==> src/rtl/qar_arb_pkg.sv <==
// Shared types and constants for the qar_core unified-memory arbiter.
package qar_arb_pkg;

  typedef enum logic [1:0] {
    ARB_IDLE   = 2'd0,
    ARB_LOCK_I = 2'd1,
    ARB_LOCK_D = 2'd2
  } arb_state_t;

  localparam logic REQ_I = 1'b0;
  localparam logic REQ_D = 1'b1;

  localparam int unsigned DEF_STARVE_LIMIT = 4;
  localparam int unsigned DATA_WIDTH       = 32;

endpackage

==> src/rtl/qar_arb_starve_ctr.sv <==
// Saturating count of consecutive cycles a fetch has waited without completing.
module qar_arb_starve_ctr #(
  parameter int unsigned CNT_WIDTH = 8
) (
  input  logic                 clk,
  input  logic                 rst,
  input  logic                 inc,
  input  logic                 clr,
  input  logic [CNT_WIDTH-1:0] limit,
  output logic                 at_limit
);

  logic [CNT_WIDTH-1:0] cnt;

  always_ff @(posedge clk or posedge rst) begin
    if (rst) begin
      cnt <= '0;
    end else if (clr) begin
      cnt <= '0;
    end else if (inc && (cnt != '1)) begin
      cnt <= cnt + CNT_WIDTH'(1);
    end
  end

  assign at_limit = (cnt >= limit);

endmodule

==> src/rtl/qar_mem_arbiter.sv <==
// Shares one valid/ready memory port between qar_core fetch (i_*) and data (d_*).
// Optional macro QAR_ARB_PERF_EN adds grant/conflict performance counters.
module qar_mem_arbiter
  import qar_arb_pkg::*;
#(
  parameter int unsigned ADDR_WIDTH   = 32,
  parameter int unsigned STARVE_LIMIT = DEF_STARVE_LIMIT,
  parameter int unsigned CNT_WIDTH    = 8
) (
  input  logic                  clk,
  input  logic                  rst,
  input  logic                  i_valid,
  input  logic [ADDR_WIDTH-1:0] i_addr,
  output logic                  i_ready,
  output logic [DATA_WIDTH-1:0] i_rdata,
  input  logic                  d_valid,
  input  logic                  d_we,
  input  logic [ADDR_WIDTH-1:0] d_addr,
  input  logic [DATA_WIDTH-1:0] d_wdata,
  output logic                  d_ready,
  output logic [DATA_WIDTH-1:0] d_rdata,
  output logic                  m_valid,
  output logic                  m_we,
  output logic [ADDR_WIDTH-1:0] m_addr,
  output logic [DATA_WIDTH-1:0] m_wdata,
  input  logic                  m_ready,
  input  logic [DATA_WIDTH-1:0] m_rdata
`ifdef QAR_ARB_PERF_EN
  ,
  output logic [31:0]           perf_i_grants,
  output logic [31:0]           perf_d_grants,
  output logic [31:0]           perf_conflicts
`endif
);

  arb_state_t state;
  logic       starve;
  logic       win_d;
  logic       act;
  logic       sel;
  logic       done;

  // Data wins ties unless fetch has waited long enough.
  assign win_d = d_valid && (!i_valid || !starve);

  always_comb begin
    act = 1'b0;
    sel = REQ_D;
    case (state)
      ARB_IDLE: begin
        act = i_valid || d_valid;
        sel = win_d ? REQ_D : REQ_I;
      end
      ARB_LOCK_I: begin
        act = 1'b1;
        sel = REQ_I;
      end
      ARB_LOCK_D: begin
        act = 1'b1;
        sel = REQ_D;
      end
      default: begin
        act = 1'b0;
        sel = REQ_D;
      end
    endcase
  end

  // Reset gating keeps the memory request dead the instant rst rises.
  assign m_valid = act && !rst;
  assign m_we    = m_valid && (sel == REQ_D) && d_we;
  assign m_addr  = rst ? '0 : ((sel == REQ_D) ? d_addr : i_addr);
  assign m_wdata = (m_valid && (sel == REQ_D)) ? d_wdata : '0;

  assign done    = m_valid && m_ready;
  assign i_ready = done && (sel == REQ_I);
  assign d_ready = done && (sel == REQ_D);
  assign i_rdata = rst ? '0 : m_rdata;
  assign d_rdata = rst ? '0 : m_rdata;

  always_ff @(posedge clk or posedge rst) begin
    if (rst) begin
      state <= ARB_IDLE;
    end else begin
      case (state)
        ARB_IDLE: begin
          if (act && !m_ready) begin
            state <= (sel == REQ_D) ? ARB_LOCK_D : ARB_LOCK_I;
          end
        end
        ARB_LOCK_I, ARB_LOCK_D: begin
          if (m_ready) begin
            state <= ARB_IDLE;
          end
        end
        default: state <= ARB_IDLE;
      endcase
    end
  end

  qar_arb_starve_ctr #(
    .CNT_WIDTH (CNT_WIDTH)
  ) u_starve (
    .clk      (clk),
    .rst      (rst),
    .inc      (i_valid && !i_ready),
    .clr      (i_ready),
    .limit    (CNT_WIDTH'(STARVE_LIMIT)),
    .at_limit (starve)
  );

`ifdef QAR_ARB_PERF_EN
  always_ff @(posedge clk or posedge rst) begin
    if (rst) begin
      perf_i_grants  <= '0;
      perf_d_grants  <= '0;
      perf_conflicts <= '0;
    end else begin
      if (i_ready) perf_i_grants <= perf_i_grants + 32'(1);
      if (d_ready) perf_d_grants <= perf_d_grants + 32'(1);
      if ((state == ARB_IDLE) && i_valid && d_valid) begin
        perf_conflicts <= perf_conflicts + 32'(1);
      end
    end
  end
`endif

`ifndef SYNTHESIS
  // A locked requester must hold valid until its ready pulse.
  always @(posedge clk) begin
    if (!rst && (state == ARB_LOCK_I) && !i_valid) $error("qar_mem_arbiter: i_valid dropped while locked");
    if (!rst && (state == ARB_LOCK_D) && !d_valid) $error("qar_mem_arbiter: d_valid dropped while locked");
  end
`endif

endmodule

==> config.mk <==
export PLATFORM = sky130hd
export DESIGN_NAME = qar_mem_arbiter
export DESIGN_NICKNAME = d
export VERILOG_FILES = /design/src/rtl/qar_arb_pkg.sv /design/src/rtl/qar_arb_starve_ctr.sv /design/src/rtl/qar_mem_arbiter.sv
export SDC_FILE = /design/constraint.sdc
export NUM_CORES = 1
export LEC_CHECK = 0
export CAP_MARGIN = 30
export CORE_AREA = 2 2 103 105
export DETAILED_ROUTE_END_ITERATION = 16
export DIE_AREA = 0 0 105 107
export PLACE_DENSITY = 0.82
export SKIP_LAST_GASP = 1
export SYNTH_ARGS = -nofsm -noshare
export SYNTH_HDL_FRONTEND = slang
export SYNTH_SLANG_ARGS = --single-unit
==> constraint.sdc <==
create_clock -name clk -period 2.3 [get_ports clk]
set_clock_uncertainty 0.05 [all_clocks]
set_input_delay 0.46 -clock clk [delete_from_list [all_inputs] [get_ports clk]]
set_output_delay 0.46 -clock clk [all_outputs]
set_load 0.03 [all_outputs]
Word level (Yosys, flattened, before mapping)
Cells that the tools add are included.
W data, S select, Z words.
Word-level totals
  memory bits (writable): 0
  bits in latches: 0
  flip-flop bits (word level): 10
  bits of input ports: 134
  memory bits (read-only): 0
  output and inout port bits: 132
  memories kept: 0
Cells by class
  mux-type cells: 13
  $lt $le $gt $ge: 1
  divide/modulo/power cells: 0
  equality and inequality tests: 5
  multipliers: 0
  add/sub/neg operators: 1
  shift operators: 0
  bitwise gates (word level): 1
  reductions and logical operators: 21
Operators with widths (count)
  $mux W32: 4
  $mux W8: 2
  $logic_and A1 B1 Y1: 10
  $add A8 B1 Y8 const B: 1
  $ge A8 B3 Y1 const B: 1
  $ne A8 B8 Y1 const B: 1
  $mux W2: 3
  $logic_not A1 Y1: 5
  $pmux W1 S2: 2
  $pmux W2 S2: 1
  $eq A2 B1 Y1 const B: 1
  $eq A2 B2 Y1 const B: 1
  $logic_not A2 Y1: 1
  $logic_or A1 B1 Y1: 2
  $ne A2 B1 Y1 const B: 1
  $ne A2 B2 Y1 const B: 1
  $reduce_and A2 Y1: 1
  $reduce_bool A2 Y1: 1
  $reduce_or A2 Y1: 1
  $mux W1: 1
  $not A1 Y1: 1

Logic depth before layout (Yosys ltp)
  depth after elaboration: 13
  depth in mapped cells: 7
  mapped depth without buffers: 6

Modules after synthesis
Synthesis repeated with hierarchy kept, for this count alone.
Second synthesis, totals
  cells, all modules: 317
  area total of the unflattened synthesis: 2301.0 sq um
Modules (own cells, without submodules)
  qar_mem_arbiter: cells each 244, area an instance 1619.1 sq um, instances 1
  qar_arb_starve_ctr: cells each 73, area an instance 681.9 sq um, instances 1

Least setup slack after synthesis
OpenSTA, ideal clock, no wires.
  path kind: register -> output
  start point: register state[0]
  end point: output port m_addr[0]
  path buffers: 0
  stages on the path, launching flop included: 7
  data required time: 1.790 ns
  data arrival time: 1.970 ns
  slack: -0.180 ns
  cells stage by stage: dfrtp_1 > inv_1 > ha_1 > nand2_1 > nor4b_4 > o21ai_1 > a21oi_1
Between the ends
  cells in the longest elaborated chain, start to end: 4
Ends and longest elaborated chain
  from (decl): line qar_mem_arbiter.sv:36  | arb_state_t state;
  from (signal assigned): line qar_mem_arbiter.sv:88  | state <= (sel == REQ_D) ? ARB_LOCK_D : ARB_LOCK_I;
  $eq A2 B1 Y1 / $logic_not A2 Y1 (equally long branches): line qar_mem_arbiter.sv:49  | case (state)
  $pmux W1 S2 (*): line qar_mem_arbiter.sv:49
  $mux W32 (*) (2 in series): line qar_mem_arbiter.sv:72  | assign m_addr = rst ? '0 : ((sel == REQ_D) ? d_addr : i_addr);
  to (decl): line qar_mem_arbiter.sv:24  | output logic [ADDR_WIDTH-1:0] m_addr,
Mark *: on every way between the ends. The rest lies on a longest branch, timed or not.

Worst setup path after layout
  start point: register state[0]
  end point: output port m_wdata[21]
Between the ends
  cells in the longest elaborated chain, start to end: 6
Ends and longest elaborated chain
  $eq A2 B1 Y1 / $eq A2 B2 Y1 (equally long branches): line qar_mem_arbiter.sv:49
  $reduce_or A2 Y1 (no source line)
  $pmux W1 S2: line qar_mem_arbiter.sv:49
  $logic_and A1 B1 Y1: line qar_mem_arbiter.sv:70  | assign m_valid = act && !rst;
  $logic_and A1 B1 Y1 (*): line qar_mem_arbiter.sv:73  | assign m_wdata = (m_valid && (sel == REQ_D)) ? d_wdata : '0;
  $mux W32 (*): line qar_mem_arbiter.sv:73
  to (decl): line qar_mem_arbiter.sv:25  | output logic [DATA_WIDTH-1:0] m_wdata,
Marked as above.

==> flow_summary.ini <==
[status]
status = finished, violations left
violations = negative setup slack

[die]
die_h_um = 107
die_w_um = 105
core-area_um2 = 10090
dieArea_um2 = 11240
pin_count = 266
initial_core_util_pct = 21.98
placementRows = 37

[setup_path]
r2r_start = state[0]$_DFFE_PP0P_
end_kind = output pin
arrival_ps = 2070
cp_max_fo = 8
r2r_slack_ps = 330
cp-start-kind = flip-flop
crit_required_ps = 1790
crit_type = reg2out
startpoint = state[0]$_DFFE_PP0P_

[clock_network]
cts_buffer_depth = 2
cts_buffers = 3
cts_root_buf = clkbuf_8
cts_tree = done
clk_latency_ps = 240
h-tree-depth = 1
clock_sinks = 10
clk_pin_slew_worst_paths_ps = 50

[global_routing]
use_met3_pct = 3.283
top_usage_layer = met2
antenna_found_initial = 0
grt_pass1_vias = 3213
grt_pass1_wl_um = 17510
globalRouteOverflowTotal = 0
grt.total_usage_pct = 19.48
grt_use_met1_pct = 22.38
use_met2_pct = 37.20
grt_max_degree = 43

[timing]
rsz0062_at_grt = yes
hold_slack_ps = 550.3
finalMaxSlewViolations = 0
hold_violations = 0
setup_viol = 67
tns_ps = -14110
min_period_ps = 2577
setup_ws_ps = -276.7
fmax_mhz = 388.1
maxSlewHeadroom_pct = 61.12
period_share_pct = 112.0
tightest_slew_ps = 583.2

[routing]
wl_um = 11520
drc = 0
drt-initial-drc-count = 165
ant_nets = 0
vias = 3097
via_per_inst = 4.521
dr.pass1.iters = 4
wl_per_cell_um = 16.82

[yosys]
ys.flop_type = dfrtp_1
ys_seq_area_share_pct = 11.28
syn-num-nets = 432
yosys_warnings = 0
ys_seq_elements = 10
synth_edf_count = 0
synthCells = 293
synth_cell_type_count = 39
async_flop_share_pct = 100.0
synth_area_um2 = 2218
syn_avg_cell_area_um2 = 7.571

[cells_and_area]
antenna_cells = 0
drive_above_1_share_pct = 48.45
nets = 690
syn_to_final_growth_pct = 136.4
postLayoutCellArea_um2 = 5244
fin_util_pct = 51.96
fillers = 899

[power]
p_leak_nw = 2.264
switchingPower_mw = 2.980
pwr-share-clk_pct = 3.1
seqPwrFrac_pct = 5.2
irDropWorstVdd_mv = 0.5396
cell_internal_pwr_mw = 2.879
p_per_area_nw_per_um2 = 1117
pwr-share-comb_pct = 91.7
switching_share_pct = 50.86
finalPower_mw = 5.859

[worst_hold_path]
holdCritPathClass = reg2reg
min_from = u_starve.cnt[1]$_DFFE_PP0P_

[placement]
gp_congestion = 0.8800
post_dp_cell_area_um2 = 4598
hpwl_um = 8844
io_buffers = 265

[flow_run]
maxCapViolCount = 0
==> area by class of cell <==
type / instances / area, µm² / area share [%]
multi-input cells: 218 / 1694 / 32.31
inverters: 9 / 33.78 / 0.6442
repair buffers: 309 / 3053 / 58.22
well taps: 136 / 170.2 / 3.245
flip-flops and latches: 10 / 251.5 / 4.796
clock buffers: 3 / 41.29 / 0.7874
==> cell families after synthesis <==
kind of cell             Yosys count  share of synthesized area, %
AND/OR/NAND/NOR                  125                         35.20
AO/OA/AOI/OAI                     82                         24.99
buffers and inverters             65                         23.12
flip-flops                        10                         11.28
adder cells (fa/ha/maj)            5                         2.820
XOR/XNOR                           3                         1.185
multiplexers                       3                         1.410
==> critical path, stage by stage, from the launching register on <==
cell and delay [ps]:
dfrtp_1 380, inv_2 70, ha_4 260, inv_2 30
a211o_4 350, a21oi_4 200, buf_12 150, buf_16 120
and2_4 140, buf_6 130
==> per-layer routing <==
metal  routed length (µm)  part of all wire, %  vias up
met5                    0                    0        -
met4                  252                  2.2        0
met3                  802                  7.0       20
met2                 6158                   53      144
met1                 4308                   37     1439
li1                     -                    -     1494
==> timing repair <==
| action | 4_1_cts | 5_1_grt |
|---|---|---|
| cloned | 4 | 0 |
| hold buffers | 0 | 0 |
| buffers inserted | 10 | 4 |
| pin swaps | 30 | 8 |
| setup endpoints to repair | 68 | 68 |
| resized for setup | 103 | 16 |
==> synthesized netlist by cell type, types with 5 or more instances <==
cell type | count | area, µm²
clkbuf_1 | 5 | 18.77
o21ai_0 | 5 | 25.02
nand3_1 | 35 | 175.2
buf_4 | 32 | 240.2
buf_6 | 5 | 56.30
nor2b_1 | 32 | 200.2
o21ai_1 | 33 | 165.2
inv_1 | 9 | 33.78
a21oi_2 | 31 | 271.5
and2_1 | 34 | 212.7
nor2_1 | 10 | 37.54
ha_1 | 5 | 62.56
clkbuf_8 | 8 | 110.1
dfrtp_1 | 10 | 250.2
==> path summary, 6_finish.rpt <==
| check | endpoint | depth (start not counted) |
|---|---|---|
| max | m_wdata[21] | 9 |
| min | u_starve.cnt[1]$_DFFE_PP0P_ | 2 |
| max reg2reg | u_starve.cnt[6]$_DFFE_PP0P_ | 8 |
| min reg2reg | u_starve.cnt[1]$_DFFE_PP0P_ | 2 |
| max in group asynchronous | u_starve.cnt[7]$_DFFE_PP0P_ | 3 |
| min in group asynchronous | u_starve.cnt[1]$_DFFE_PP0P_ | 3 |
==> flip-flops by register name, indices dropped and copies added (netlist names) <==
name,count
u_starve.cnt,8
state,2
==> placed cells by master, fill, tap and decap left out, drive strengths merged <==
master and count:
nor3b 1, o211ai 2, nand2 3, xnor2 1, dfrtp 10, nor4 1
ha 5, a31oi 2, o21ai 38, a211o 1, o2111ai 1, a31o 1
clkdlybuf4s50 131, nand3 35, nor2b 32, and2 34, buf 176, nor4b 2
xor2 2, mux2i 2, and4 3, o2111a 1, clkbuf 3, o31ai 1
inv 9, nor2 10, mux2 1, a21oi 35, nand4 2, nor3 2
dlygate4sd2 2
==> per-stage QoR <==
step	setup slack, ps	std cells
floorplan	-77.05	293
global placement	-381.5	667
detailed placement	-423.0	667
CTS	-257.7	682
global route	-353.4	685
finish	-276.7	685
==> power groups by stage <==
stage / sequential, mW / clock [mW] / combinational [mW]
after floorplan: 0.300 / 0 / 2.76
after global placement: 0.302 / 0 / 4.22
after detailed placement: 0.307 / 0 / 4.31
after CTS: 0.306 / 0.183 / 5.23
after global routing: 0.315 / 0.196 / 5.68
final: 0.306 / 0.180 / 5.37
No activity file was read; power rests on OpenSTA's default activity.
